--- src/rtl/gray_rd_ptr_sync_if.sv ---
// Read-side bus of the dual-clock FIFO pointer controller.
// Level_out exists only when GRAY_RD_LEVEL_EN is defined.
interface gray_rd_ptr_sync_if #(
    parameter int COUNTER_WIDTH = 4
);
    logic [COUNTER_WIDTH-1:0] WrGray_in;
    logic                     RdEn_in;
    logic [COUNTER_WIDTH-2:0] RdAddr_out;
    logic [COUNTER_WIDTH-1:0] RdGray_out;
    logic                     RdValid_out;
    logic                     Empty_out;
    logic                     Underflow_out;
`ifdef GRAY_RD_LEVEL_EN
    logic [COUNTER_WIDTH-1:0] Level_out;

    modport master (
        output WrGray_in, RdEn_in,
        input  RdAddr_out, RdGray_out, RdValid_out, Empty_out, Underflow_out, Level_out
    );
    modport slave (
        input  WrGray_in, RdEn_in,
        output RdAddr_out, RdGray_out, RdValid_out, Empty_out, Underflow_out, Level_out
    );
`else
    modport master (
        output WrGray_in, RdEn_in,
        input  RdAddr_out, RdGray_out, RdValid_out, Empty_out, Underflow_out
    );
    modport slave (
        input  WrGray_in, RdEn_in,
        output RdAddr_out, RdGray_out, RdValid_out, Empty_out, Underflow_out
    );
`endif
endinterface

--- src/rtl/gray_rd_ptr_sync.sv ---
// Read-side pointer controller: syncs the writer's Gray pointer, tracks the read
// pointer, flags empty/underflow. GRAY_RD_LEVEL_EN adds the occupancy count Level_out.
module gray_rd_ptr_sync #(
    parameter int COUNTER_WIDTH = 4,
    parameter int SYNC_STAGES   = 2
) (
    input  logic              Clk,
    input  logic              Clear_in,
    gray_rd_ptr_sync_if.slave rd_if
);
    localparam int W = COUNTER_WIDTH;

    logic [SYNC_STAGES-1:0][W-1:0] sync_q;
    logic [W-1:0] wr_gray_s;
    logic [W-1:0] rd_bin;
    logic [W-1:0] rd_next;
    logic [W-1:0] rd_next_gray;
    logic [W-1:0] rd_gray_q;
    logic         empty_q;
    logic         valid_q;
    logic         under_q;
    logic         accept;

    // Plain flop chain: no logic between stages so each bit settles independently.
    always_ff @(posedge Clk) begin
        if (Clear_in) begin
            sync_q <= '0;
        end else begin
            sync_q[0] <= rd_if.WrGray_in;
            for (int i = 1; i < SYNC_STAGES; i++) begin
                sync_q[i] <= sync_q[i-1];
            end
        end
    end

    assign wr_gray_s    = sync_q[SYNC_STAGES-1];
    assign accept       = rd_if.RdEn_in & ~empty_q;
    assign rd_next      = rd_bin + {{(W-1){1'b0}}, accept};
    assign rd_next_gray = rd_next ^ (rd_next >> 1);

    // NOTE: state registers use non-blocking assignments so every flop samples
    // pre-edge values; blocking here would make ordering leak into behaviour.
    always_ff @(posedge Clk) begin
        if (Clear_in) begin
            rd_bin    <= '0;
            rd_gray_q <= '0;
            empty_q   <= 1'b1;
            valid_q   <= 1'b0;
            under_q   <= 1'b0;
        end else begin
            rd_bin    <= rd_next;
            rd_gray_q <= rd_next_gray;
            empty_q   <= (wr_gray_s == rd_next_gray);
            valid_q   <= accept;
            under_q   <= rd_if.RdEn_in & empty_q;
        end
    end

`ifdef GRAY_RD_LEVEL_EN
    logic [W-1:0] wr_bin_s;
    logic [W-1:0] level_q;

    // NOTE: give every combinational output a default first so no path can infer a latch.
    // Binary bit i is the XOR of all Gray bits at or above i.
    always_comb begin
        wr_bin_s = '0;
        for (int i = 0; i < W; i++) begin
            wr_bin_s[i] = ^(wr_gray_s >> i);
        end
    end

    always_ff @(posedge Clk) begin
        if (Clear_in) begin
            level_q <= '0;
        end else begin
            level_q <= wr_bin_s - rd_next;
        end
    end

    assign rd_if.Level_out = level_q;
`endif

    assign rd_if.RdAddr_out    = rd_bin[W-2:0];
    assign rd_if.RdGray_out    = rd_gray_q;
    assign rd_if.RdValid_out   = valid_q;
    assign rd_if.Empty_out     = empty_q;
    assign rd_if.Underflow_out = under_q;

endmodule

--- src/flat_wrapper.sv ---
// flat-port wrapper written by rule: the top's interface ports become plain ports
module gray_rd_ptr_sync_flat 
#(
    parameter int COUNTER_WIDTH = 4,
    parameter int SYNC_STAGES   = 2
)
  (Clk, Clear_in, rd_if_WrGray_in, rd_if_RdEn_in, rd_if_RdAddr_out, rd_if_RdGray_out, rd_if_RdValid_out, rd_if_Empty_out, rd_if_Underflow_out);
  gray_rd_ptr_sync_if #(.COUNTER_WIDTH(COUNTER_WIDTH)) rd_if_i ();
  input  logic Clk;
  input  logic Clear_in;
  input wire logic [$bits(rd_if_i.WrGray_in)-1:0] rd_if_WrGray_in;
  input wire logic [$bits(rd_if_i.RdEn_in)-1:0] rd_if_RdEn_in;
  output wire logic [$bits(rd_if_i.RdAddr_out)-1:0] rd_if_RdAddr_out;
  output wire logic [$bits(rd_if_i.RdGray_out)-1:0] rd_if_RdGray_out;
  output wire logic [$bits(rd_if_i.RdValid_out)-1:0] rd_if_RdValid_out;
  output wire logic [$bits(rd_if_i.Empty_out)-1:0] rd_if_Empty_out;
  output wire logic [$bits(rd_if_i.Underflow_out)-1:0] rd_if_Underflow_out;
  assign rd_if_i.WrGray_in = rd_if_WrGray_in;
  assign rd_if_i.RdEn_in = rd_if_RdEn_in;
  assign rd_if_RdAddr_out = rd_if_i.RdAddr_out;
  assign rd_if_RdGray_out = rd_if_i.RdGray_out;
  assign rd_if_RdValid_out = rd_if_i.RdValid_out;
  assign rd_if_Empty_out = rd_if_i.Empty_out;
  assign rd_if_Underflow_out = rd_if_i.Underflow_out;
  gray_rd_ptr_sync #(.COUNTER_WIDTH(COUNTER_WIDTH), .SYNC_STAGES(SYNC_STAGES)) u_core (.Clk(Clk), .Clear_in(Clear_in), .rd_if(rd_if_i));
endmodule
--- config.mk ---
export PLATFORM = sky130hd
export DESIGN_NAME = gray_rd_ptr_sync_flat
export DESIGN_NICKNAME = d
export VERILOG_FILES = /design/src/rtl/gray_rd_ptr_sync_if.sv /design/src/rtl/gray_rd_ptr_sync.sv /design/src/flat_wrapper.sv
export SDC_FILE = /design/constraint.sdc
export NUM_CORES = 1
export LEC_CHECK = 0
export ABC_AREA = 1
export BUFFER_PORTS_ARGS = -buffer_cell sky130_fd_sc_hd__buf_4
export CORE_MARGIN = 5
export CORE_UTILIZATION = 49
export CTS_CLUSTER_DIAMETER = 50
export DETAILED_ROUTE_END_ITERATION = 16
export PLACE_DENSITY_LB_ADDON = 0.05
export SLEW_MARGIN = 0
export SYNTH_ARGS = -nofsm -noshare
export SYNTH_HDL_FRONTEND = slang
export SYNTH_SLANG_ARGS = --single-unit
--- constraint.sdc ---
create_clock -name Clk -period 2.4 [get_ports Clk]
set_clock_uncertainty 0.1 [all_clocks]
set_input_delay 0.6 -clock Clk [delete_from_list [all_inputs] [get_ports Clk]]
set_output_delay 0.6 -clock Clk [all_outputs]
set_load 0.005 [all_outputs]
# After elaboration in Yosys (flattened, before gate mapping)
# Index checks and enable logic that the tools add are counted.
# op_classes
add_sub_neg	1
mul	0
n_div	0
magnitude_cmp	0
n_eq_ne	1
n_shift	0
muxes	0
n_bitwise	4
n_reduce_logical	0
# op_table
op	count
4-bit by 1-bit adder with 4-bit output	1
4-bit == test	1
4-bit by 3-bit XOR with 4-bit output	1
1-bit bitwise AND	2
1-bit inverter	1
# totals
regBits	19
latch_bits	0
mem_bits_rw	0
romBits	0
input_bits	7
memories	0

# Depth between registers and ports, before layout
# Gate-level depths: netlist of run 1.
# depth
ltp_word	5
depth_mapped	13

# Worst setup path after synthesis of run 1
# No wires, ideal clock.
# synth_timing
path_type	input -> register
start	in rd_if_RdEn_in
end	reg u_core.empty_q (netlist: u_core.rd_if.Empty_out)
setup_ns	0.058
arrival_ns	1.771
slack_ns	0.470
cell_stages	13
path_buffers	0
path_cell_list	inv_1 > nor2_1 > ha_1 > ha_1 > inv_1 > nand2_1 > nand2_1 > nand2_1 > nand2_1 > nand3_1 > nor2_1 > nand2_1 > nand2_1
# synth_between
elab_chain_len	4
# synth_lines
element	line_no	source
from (decl)	flat_wrapper.sv:12	input wire logic [$bits(rd_if_i.RdEn_in)-1:0] rd_if_RdEn_in;
1-bit bitwise AND	gray_rd_ptr_sync.sv:37	assign accept = rd_if.RdEn_in & ~empty_q;
via u_core.accept	gray_rd_ptr_sync.sv:22	logic accept;
4-bit by 1-bit adder with 4-bit output	gray_rd_ptr_sync.sv:38	assign rd_next = rd_bin + {{(W-1){1'b0}}, accept};
via u_core.rd_next[1]	gray_rd_ptr_sync.sv:16	logic [W-1:0] rd_next;
4-bit by 3-bit XOR with 4-bit output	gray_rd_ptr_sync.sv:39	assign rd_next_gray = rd_next ^ (rd_next >> 1);
4-bit == test	gray_rd_ptr_sync.sv:53	empty_q <= (wr_gray_s == rd_next_gray);
to (signal assigned)	gray_rd_ptr_sync.sv:53	
to (decl)	gray_rd_ptr_sync.sv:19	logic empty_q;
# The timed path passes the listed nets, and every way through them passes these cells.
# A chain may end at the register's enable or synchronous reset.

# Worst setup path after layout of run 1
# Same ends and word-level chain as after synthesis.

==> results.yml, run 1 <==
finish:
  antenna_cells: 0
  areaGrowthSynthToFinish_pct: 23.33
  final_cells: 128
  fillCellCount: 116
  layout-drive-gt1-share_pct: 21.24
  layout.nets: 123
sta:
  fmax_ghz: 0.5210
  slew_headroom_pct: 82.47
  worstMarginPinSlew_ns: 0.2626
  rsz0062_at_grt: "no"
  period_needed_ns: 1.919
  tns_ns: 0
  holdWs_ns: 0.3091
  setup_viol: 0
  worst_slack_ns: 0.4805
  maxSlewViolCount: 0
  min_period_over_period_pct: 79.98
  hold_viol: 0
synth:
  synth.yosys.seq_area_share_pct: 50.53
  synth_top_cell_area_share_pct: 50.53
  ys_top_cells_by_count: "dfxtp_1 (18), nand2_1 (18), inv_1 (16)"
  yosysWarnings: 0
  synth_edf_count: 0
  syn_avg_cell_area_sq_um: 7.507
  synth_cells: 95
  synth_area_leaders: "dfxtp_1 (51%), nand2_1 (9.5%), inv_1 (8.4%)"
  synthArstFlopShare_pct: 0
  syn_nets: 104
  synth_top_area_cell: "dfxtp_1"
  synth_cell_types: 13
  synth-main-ff-cell: "dfxtp_1"
  syn-cell-area_sq_um: 713.2
  synth_seq_cells: 18
global_route:
  antenna_found_initial: 0
  grt-ovfl-total: 0
  grt_max_degree: 19
  grt_pass1_vias: 553
  grt_usage_pct: 13.56
  grt_pass1_wl_um: 2111
clock_network:
  clk_latency_ns: 0.30
  post_cts_resized: 0
  cts_root_buf: "clkbuf_4"
  clockBufferDepth: 2
  post_cts_buffers: 0
  cts_buffers: 3
  h-tree-depth: 1
  cts_sinks: 18
  clk_pin_slew_worst_paths_ns: 0.10
  ctsHoldBuffers: 0
  cts_tree: "yes"
worst_setup_path:
  cp_slowest_cell: "ha_1"
  cp.required_ns: 2.55
  path_cells: "buf_4 -> inv_1 -> nor2_1 -> ha_1 -> ha_1 -> inv_1 -> nand2_1 -> nand2_1 -> nand2_1 -> nand2_1 -> nand3_1 -> nor2_1 -> nand2_1 -> nand2_1"
  crit_buf_inv: 3
  max_stage_delay_ns: 0.34
  path_common_cell: "nand2_1"
  end_kind: "flip-flop"
  start_kind: "input port"
  path_max_fanout: 4
  path_class: "in2reg"
  arrival_ns: 2.07
  cp_top_family: "simple AND/OR/NAND/NOR gates"
status:
  status: "finished clean"
floorplanning:
  die_x_um: 48.15
  ioPinCount: 17
  start_util_pct: 53.47
  die_h_um: 48.15
  coreArea_sq_um: 1334
  num_rows: 13
  fp.dieArea_sq_um: 2318
power:
  power_frac_seq_pct: 55.5
  clockPowerShare_pct: 32.3
  swShare_pct: 23.68
  cellPowerDensity_nw_per_um2: 662.2
  switchingPower_mw: 0.1379
  ir_drop_uv: 388.5
  internal_power_mw: 0.4445
  leakage_nw: 0.4452
  comb_power_share_pct: 12.2
routing:
  drtPass1Iterations: 4
  viasPerCell: 4.820
  postRouteAntennaNets: 0
  vias: 617
  drc: 0
  routedWlPerCell_um: 10.42
  drtIter0Drc: 11
  wl_um: 1334
placed_design:
  dp_hpwl_um: 951.7
  gp_congestion: 0.7995
  placed_cells: 124
  portBuffers: 16
  preCtsSetupSlack_ns: 0.1929
flow_run:
  maxCapViolations: 0
min_path:
  hold_class: "reg2reg"
-- power by group through the flow --
stage	Combinational (mW)	Sequential (mW)	Clock (mW)
6_report	0.0709	0.323	0.188
2_1_floorplan	0.0409	0.330	0
3_3_place_gp	0.0693	0.330	0
4_1_cts	0.0713	0.323	0.193
5_1_grt	0.0794	0.325	0.210
3_5_place_dp	0.0712	0.330	0
-- sequential cells by signal (all words and copies together) (netlist names) --
register	cells
u_core.sync_q	4
u_core.rd_if.RdValid_out	1
u_core.rd_if.RdGray_out	4
u_core.rd_if.Underflow_out	1
u_core.rd_if.Empty_out	1
u_core.wr_gray_s	4
u_core.rd_bin	3
-- tightest hold or removal path, delay by kind of cell, from the launching register on --
kind	cells	cell delay, ns
buf+inv	1	0.04
flops	1	0.31
simple gates	1	0.03
-- cell type report --
type / instances / area (sq um) / share of cell area, %
timing repair buffer: 16 / 120.1 / 13.66
inverter: 16 / 60.06 / 6.828
tap: 15 / 18.77 / 2.134
clock buffer: 4 / 36.28 / 4.125
multi-input combinational: 59 / 284.0 / 32.29
sequential: 18 / 360.3 / 40.97
-- cell families (layout without fill, tap and decap cells) --
group / Yosys count / count (layout) / synth area share, %
simple gates: 54 / 54 / 34.21
buf+inv: 18 / 36 / 9.648
fa+ha+maj: 2 / 2 / 3.508
compound gates: 3 / 3 / 2.105
flops: 18 / 18 / 50.53
-- cells in the final DEF, fill, tap and decap left out --
cell	netlist	layout
clkbuf_8	0	1
nand3b_1	3	3
clkbuf_4	0	3
dfxtp_1	18	18
nor3_1	1	1
a21oi_1	3	3
nor2_1	15	15
nand4_1	2	2
nand3_1	11	11
buf_4	0	16
nand2_2	4	4
ha_1	2	2
nand2_1	18	18
inv_1	16	16
-- layer usage --
layer	global-route usage (%)	up-vias	part of all wire, %
met5	0	-	0
met2	20.57	19	44
li1	-	330	-
met3	4.428	5	7.3
met1	15.92	263	45
met4	9.677	0	3.0
-- final timing paths --
kind	start	to	slack, ns	cells past startpoint
max	rd_if_RdEn_in	u_core.rd_if.Empty_out$_SDFF_PP1_	0.48	14
min	u_core.sync_q[1]$_SDFF_PP0_	u_core.wr_gray_s[1]$_SDFF_PP0_	0.31	2
max reg2reg	u_core.rd_if.Empty_out$_SDFF_PP1_	u_core.rd_if.Empty_out$_SDFF_PP1_	0.55	12
min reg2reg	u_core.sync_q[1]$_SDFF_PP0_	u_core.wr_gray_s[1]$_SDFF_PP0_	0.31	2
-- per-stage QoR --
stage | utilization (%) | area (sq um) | power [mW]
4_1_cts | 65.95 | 879.6 | 0.5873
3_5_place_dp | 63.23 | 843.3 | 0.4016
6_report | 65.95 | 879.6 | 0.5824
5_1_grt | 65.95 | 879.6 | 0.6144
2_1_floorplan | - | 713.2 | 0.3714
3_3_place_gp | 63.23 | 843.3 | 0.3994
No activity file was read; power rests on OpenSTA's default activity.
==> run 2: changes to the inputs <==
--- a/config.mk
+++ b/config.mk
@@ -8,7 +8,7 @@
 export ABC_AREA = 1
 export BUFFER_PORTS_ARGS = -buffer_cell sky130_fd_sc_hd__buf_4
 export CORE_MARGIN = 5
-export CORE_UTILIZATION = 49
+export CORE_UTILIZATION = 44
 export CTS_CLUSTER_DIAMETER = 50
 export DETAILED_ROUTE_END_ITERATION = 16
 export PLACE_DENSITY_LB_ADDON = 0.05
==> constraint.sdc (replaced) <==
create_clock -name Clk -period 1.6 [get_ports Clk]
set_clock_uncertainty 0.1 [all_clocks]
set_input_delay 0.4 -clock Clk [delete_from_list [all_inputs] [get_ports Clk]]
set_output_delay 0.4 -clock Clk [all_outputs]
set_load 0.005 [all_outputs]
==> run 2 against run 1 <==
Effect of this change:
- clock power is 45% higher
- flip-flop and latch count did not move
- highest routed layer unchanged
- design area up 14%
- largest cell class unchanged
- sequential share of layout area is 4.8 points lower
- combinational power is 110% higher
- non-clock buffer count is 10 higher
- largest power group unchanged
==> results.yml, run 2 (synthesis gave the netlist of run 1 again) <==
floorplanning:
  start_util_pct: 46.80
  num_rows: 14
  die_h_um: 50.26
  ioPinCount: 17
  coreArea_sq_um: 1524
  die_x_um: 50.26
  fp.dieArea_sq_um: 2526
worst_setup_path:
  path_cells: "nor2_2 -> ha_2 -> ha_4 -> inv_4 -> nand2_4 -> nand3b_1 -> nand2_1 -> nand3_1 -> nor2_1 -> nand2_1 -> nand2_1"
  start_kind: "flip-flop"
  max_stage_delay_ns: 0.34
  cp_top_family: "simple AND/OR/NAND/NOR gates"
  path_class: "reg2reg"
  cp.required_ns: 1.73
  path_max_fanout: 4
  arrival_ns: 1.69
  cp_slowest_cell: "dfxtp_2"
  end_kind: "flip-flop"
  crit_buf_inv: 1
  path_common_cell: "nand2_1"
flow_run:
  maxCapViolations: 0
placed_design:
  portBuffers: 16
  placed_cells: 133
  dp_hpwl_um: 992.6
  gp_congestion: 0.8068
sta:
  min_period_over_period_pct: 97.24
  tns_ns: 0
  setup_viol: 0
  hold_viol: 0
  maxSlewViolCount: 0
  fmax_ghz: 0.6427
  worstMarginPinSlew_ns: 0.2408
  period_needed_ns: 1.556
  slew_headroom_pct: 83.93
  rsz0062_at_grt: "yes"
routing:
  wl_um: 1348
  routedWlPerCell_um: 9.698
  drtIter0Drc: 7
  postRouteAntennaNets: 0
  drc: 0
  drtPass1Iterations: 4
  viasPerCell: 4.619
  vias: 642
finish:
  layout-drive-gt1-share_pct: 35.77
  layout_commonest_cell: "buf_4"
  final_cells: 139
  fillCellCount: 133
  final_cell_mix: "buf_4 (26), dfxtp_1 (17), nand2_1 (15)"
  layout.nets: 133
  areaGrowthSynthToFinish_pct: 40.18
  antenna_cells: 0
clock_network:
  h-tree-depth: 1
  cts_buffers: 3
  cts_root_buf: "clkbuf_4"
  clockBufferDepth: 2
  cts_tree: "yes"
  ctsHoldBuffers: 0
  clk_pin_slew_worst_paths_ns: 0.10
  clk_latency_ns: 0.28
  cts_sinks: 18
power:
  ir_drop_uv: 611.3
  finalPower_mw: 0.9032
  leakage_nw: 0.4876
  cellPowerDensity_nw_per_um2: 903.5
global_route:
  grt-ovfl-total: 0
  grt_pass1_vias: 559
  grt_pass1_wl_um: 2297
  antenna_found_initial: 0
  grt_usage_pct: 11.90
  grt_max_degree: 19
min_path:
  hold_class: "in2reg"
status:
  status: "finished clean"
-- run 2: cell count changes in the layout (fill, tap and decap cells not counted), sizes merged --
cell	change
buf	+10
-- run 2: routing by layer --
metal | GRT usage [%] | vias to the layer above | routed length (um)
met1 | 14.80 | 278 | 595
met4 | 6.550 | 0 | 21
met2 | 17.99 | 13 | 648
met5 | 0 | - | 0
li1 | - | 349 | -
met3 | 3.846 | 2 | 82
-- run 2: worst min-delay path, stage by stage --
cell and delay (ns):
buf_4 0.07, inv_1 0.03, nor2_1 0.06
-- run 2: per-stage QoR --
| stage | hold slack [ns] | instance area (sq um) | utilization (%) | setup slack (ns) |
|---|---|---|---|---|
| detailed placement | 0.2951 | 924.6 | 60.67 | -0.2335 |
| finish | 0.2060 | 999.7 | 65.60 | 0.04416 |
| global placement | 0.2899 | 924.6 | 60.67 | -0.2146 |
| global route | 0.1911 | 999.7 | 65.60 | -0.07655 |
| CTS | 0.1990 | 969.7 | 63.63 | 0.009572 |
| floorplan | 0.2883 | 733.2 | - | 0.007575 |
-- run 2: power by group --
group | total [mW] | leakage, nW | internal (mW) | switching, mW
clock network | 0.272 | 0.0210 | 0.138 | 0.134
registers | 0.485 | 0.147 | 0.474 | 0.0110
logic | 0.146 | 0.319 | 0.0794 | 0.0663
total | 0.903 | 0.488 | 0.692 | 0.211
-- run 2: what timing repair did --
item,4_1_cts,5_1_grt
gates resized for setup,3,5
endpoints found under the setup margin,1,1
pin swaps,6,3
buffers inserted,0,2
-- run 2: cell type report --
| type | count | area [sq um] | share of cell area, % |
|---|---|---|---|
| clock buffer | 4 | 36.28 | 3.630 |
| inverter | 16 | 62.56 | 6.258 |
| multi-input combinational | 59 | 324.1 | 32.42 |
| sequential | 18 | 361.6 | 36.17 |
| tap | 16 | 20.02 | 2.003 |
| timing repair buffer | 26 | 195.2 | 19.52 |
-- run 2: worst paths after layout --
| kind | from | to | slack, ns | cells after the start |
|---|---|---|---|---|
| setup / recovery | u_core.rd_if.Empty_out$_SDFF_PP1_ | u_core.rd_if.Empty_out$_SDFF_PP1_ | 0.04 | 11 |
| hold / removal | rd_if_WrGray_in[0] | u_core.sync_q[0]$_SDFF_PP0_ | 0.21 | 3 |
| setup reg to reg | u_core.rd_if.Empty_out$_SDFF_PP1_ | u_core.rd_if.Empty_out$_SDFF_PP1_ | 0.04 | 11 |
| hold reg to reg | u_core.sync_q[1]$_SDFF_PP0_ | u_core.wr_gray_s[1]$_SDFF_PP0_ | 0.31 | 2 |
==> run 3: changes to the inputs <==
--- a/config.mk
+++ b/config.mk
@@ -8,7 +8,7 @@
 export ABC_AREA = 1
 export BUFFER_PORTS_ARGS = -buffer_cell sky130_fd_sc_hd__buf_4
 export CORE_MARGIN = 5
-export CORE_UTILIZATION = 44
+export CORE_UTILIZATION = 49
 export CTS_CLUSTER_DIAMETER = 50
 export DETAILED_ROUTE_END_ITERATION = 16
 export PLACE_DENSITY_LB_ADDON = 0.05
==> constraint.sdc (replaced) <==
create_clock -name Clk -period 1.62 [get_ports Clk]
set_clock_uncertainty 0.1 [all_clocks]
set_input_delay 0.405 -clock Clk [delete_from_list [all_inputs] [get_ports Clk]]
set_output_delay 0.405 -clock Clk [all_outputs]
set_load 0.005 [all_outputs]
==> run 3 against run 2 <==
Effect of this change:
- total power down 7.2%
- global-route usage up 3.5 points
- combinational power up 5%
- largest cell class unchanged
- fmax down 2.2%
- sequential share of layout area up 0.27 points
- critical endpoint unchanged
- worst setup slack worse by 0.016 ns
- routed wire length up 8.6%
- critical path type unchanged
- clock power down 24%
- register-to-register slack worse by 0.02 ns
- worst hold slack better by 0.012 ns
- design area down 0.75%
- first-iteration DRC count unchanged
==> results.yml, run 3 (synthesis gave the netlist of run 1 again) <==
routing:
  vias: 670
  drc: 0
  drtPass1Iterations: 4
  routedWlPerCell_um: 10.61
  wl_um: 1464
  viasPerCell: 4.855
  postRouteAntennaNets: 0
  drtIter0Drc: 7
worst_setup_path:
  arrival_ns: 1.68
  r2r_cells: 11
  path_cells: "nor2_2 -> ha_2 -> ha_4 -> inv_4 -> buf_4 -> nand2_1 -> nand3_1 -> nand2_1 -> nor2_2 -> nand2_1 -> nand2_1"
  cp_slowest_cell: "dfxtp_2"
  max_stage_delay_ns: 0.34
  r2r_setup_slack_ns: 0.03
  path_max_fanout: 3
  r2r-start: "u_core.rd_if.Empty_out$_SDFF_PP1_"
  r2r-end: "u_core.rd_if.Empty_out$_SDFF_PP1_"
  path_class: "reg2reg"
  cp.required_ns: 1.71
  setup.worst_path.start: "u_core.rd_if.Empty_out$_SDFF_PP1_"
  crit_end: "u_core.rd_if.Empty_out$_SDFF_PP1_"
  start_kind: "flip-flop"
  path_common_cell: "nand2_1"
  end_kind: "flip-flop"
floorplanning:
  start_util_pct: 53.47
  die_x_um: 48.15
  ioPinCount: 17
  fp.dieArea_sq_um: 2318
  num_rows: 13
  die_h_um: 48.15
  coreArea_sq_um: 1334
sta:
  rsz0062_at_grt: "yes"
  worstMarginPinSlew_ns: 0.2437
  worst_slack_ns: 0.02851
  maxSlewViolCount: 0
  holdWs_ns: 0.2180
  slew_headroom_pct: 83.73
  fmax_ghz: 0.6283
  hold_viol: 0
  min_period_over_period_pct: 98.24
  period_needed_ns: 1.591
  setup_viol: 0
finish:
  final_cell_mix: "buf_4 (27), dfxtp_1 (17), nand2_1 (16)"
  layout_commonest_cell: "buf_4"
  design_area_sq_um: 992.2
  antenna_cells: 0
  areaGrowthSynthToFinish_pct: 39.12
  final_cells: 138
  layout-drive-gt1-share_pct: 35.77
  layout.nets: 134
placed_design:
  dpl_cell_area_sq_um: 933.4
  preCtsSetupSlack_ns: -0.2393
  placed_cells: 134
  gp_congestion: 0.8633
  dp_hpwl_um: 1100
  portBuffers: 16
clock_network:
  ctsHoldBuffers: 0
  h-tree-depth: 1
  clk_pin_slew_worst_paths_ns: 0.09
  cts_buffers: 3
  cts_sinks: 18
  clockBufferDepth: 2
  cts_root_buf: "clkbuf_4"
  clk_latency_ns: 0.28
  cts_tree: "yes"
global_route:
  grt_usage_pct: 15.42
  grt_max_degree: 19
  grt_pass1_vias: 582
  grt-ovfl-total: 0
  grt_pass1_wl_um: 2428
  antenna_found_initial: 0
status:
  status: "finished clean"
min_path:
  whs_path_depth: 3
  hold_class: "in2reg"
power:
  ir_drop_uv: 591.4
  leakage_nw: 0.4901
  cellPowerDensity_nw_per_um2: 844.6
flow_run:
  maxCapViolations: 0
## run 3: cell count changes in the layout (fill, tap and decap cells not counted)
cell      previous run  this run
buf_4               26        27
nand2_2              5         4
nand2_1             15        16
nor2_2               1         2
clkbuf_8             1         0
nor2_1              14        13
## run 3: worst min-delay path by stage
stage / start / endpoint / slack [ns]
floorplan: u_core.sync_q[0]$_SDFF_PP0_ / u_core.wr_gray_s[0]$_SDFF_PP0_ / 0.29
global placement: u_core.sync_q[2]$_SDFF_PP0_ / u_core.wr_gray_s[2]$_SDFF_PP0_ / 0.29
detailed placement: u_core.sync_q[2]$_SDFF_PP0_ / u_core.wr_gray_s[2]$_SDFF_PP0_ / 0.29
CTS: rd_if_WrGray_in[3] / u_core.sync_q[3]$_SDFF_PP0_ / 0.21
global route: rd_if_WrGray_in[3] / u_core.sync_q[3]$_SDFF_PP0_ / 0.23
finish: rd_if_WrGray_in[1] / u_core.sync_q[1]$_SDFF_PP0_ / 0.22
## run 3: where the power goes
| part | internal (mW) | leakage [nW] | switching, mW |
|---|---|---|---|
| clock network | 0.0863 | 0.0138 | 0.119 |
| logic | 0.0827 | 0.329 | 0.0707 |
| registers | 0.468 | 0.147 | 0.0110 |
| total | 0.637 | 0.490 | 0.201 |
## run 3: timing repair
item / CTS / global route
gates cloned: 0 / 0
resized for setup: 3 / 7
pin swaps: 3 / 2
endpoints found under the setup margin: 1 / 2
buffers inserted: 1 / 0
## run 3: final cells by class
cell class | count | area (sq um)
timing repair buffer | 27 | 202.7
inverter | 16 | 62.56
multi-input combinational | 59 | 324.1
clock buffer | 3 | 22.52
sequential | 18 | 361.6
fill | 105 | 341.6
tap | 15 | 18.77
## run 3: routing by layer
| metal | track usage, % | routed length (um) | vias to the layer above |
|---|---|---|---|
| li1 | - | - | 350 |
| met1 | 19.91 | 649 | 301 |
| met2 | 23.96 | 714 | 15 |
| met3 | 3.321 | 75 | 4 |
| met4 | 8.065 | 25 | 0 |
| met5 | 0 | 0 | - |
## run 3: per-stage QoR
stage / TNS (ns) / total power [mW] / util, %
2_1_floorplan: 0 / 0.5534 / -
3_3_place_gp: -0.4044 / 0.6160 / 69.98
3_5_place_dp: -0.4718 / 0.6203 / 69.98
4_1_cts: 0 / 0.8349 / 72.70
5_1_grt: -0.06572 / 0.8918 / 74.39
6_report: 0 / 0.8380 / 74.39
## run 3: critical path: cells and delay by family, from the launching register on
family | cells | cell delay, ns
fa+ha+maj | 2 | 0.47
buf+inv | 2 | 0.18
flops | 1 | 0.34
simple gates | 7 | 0.40
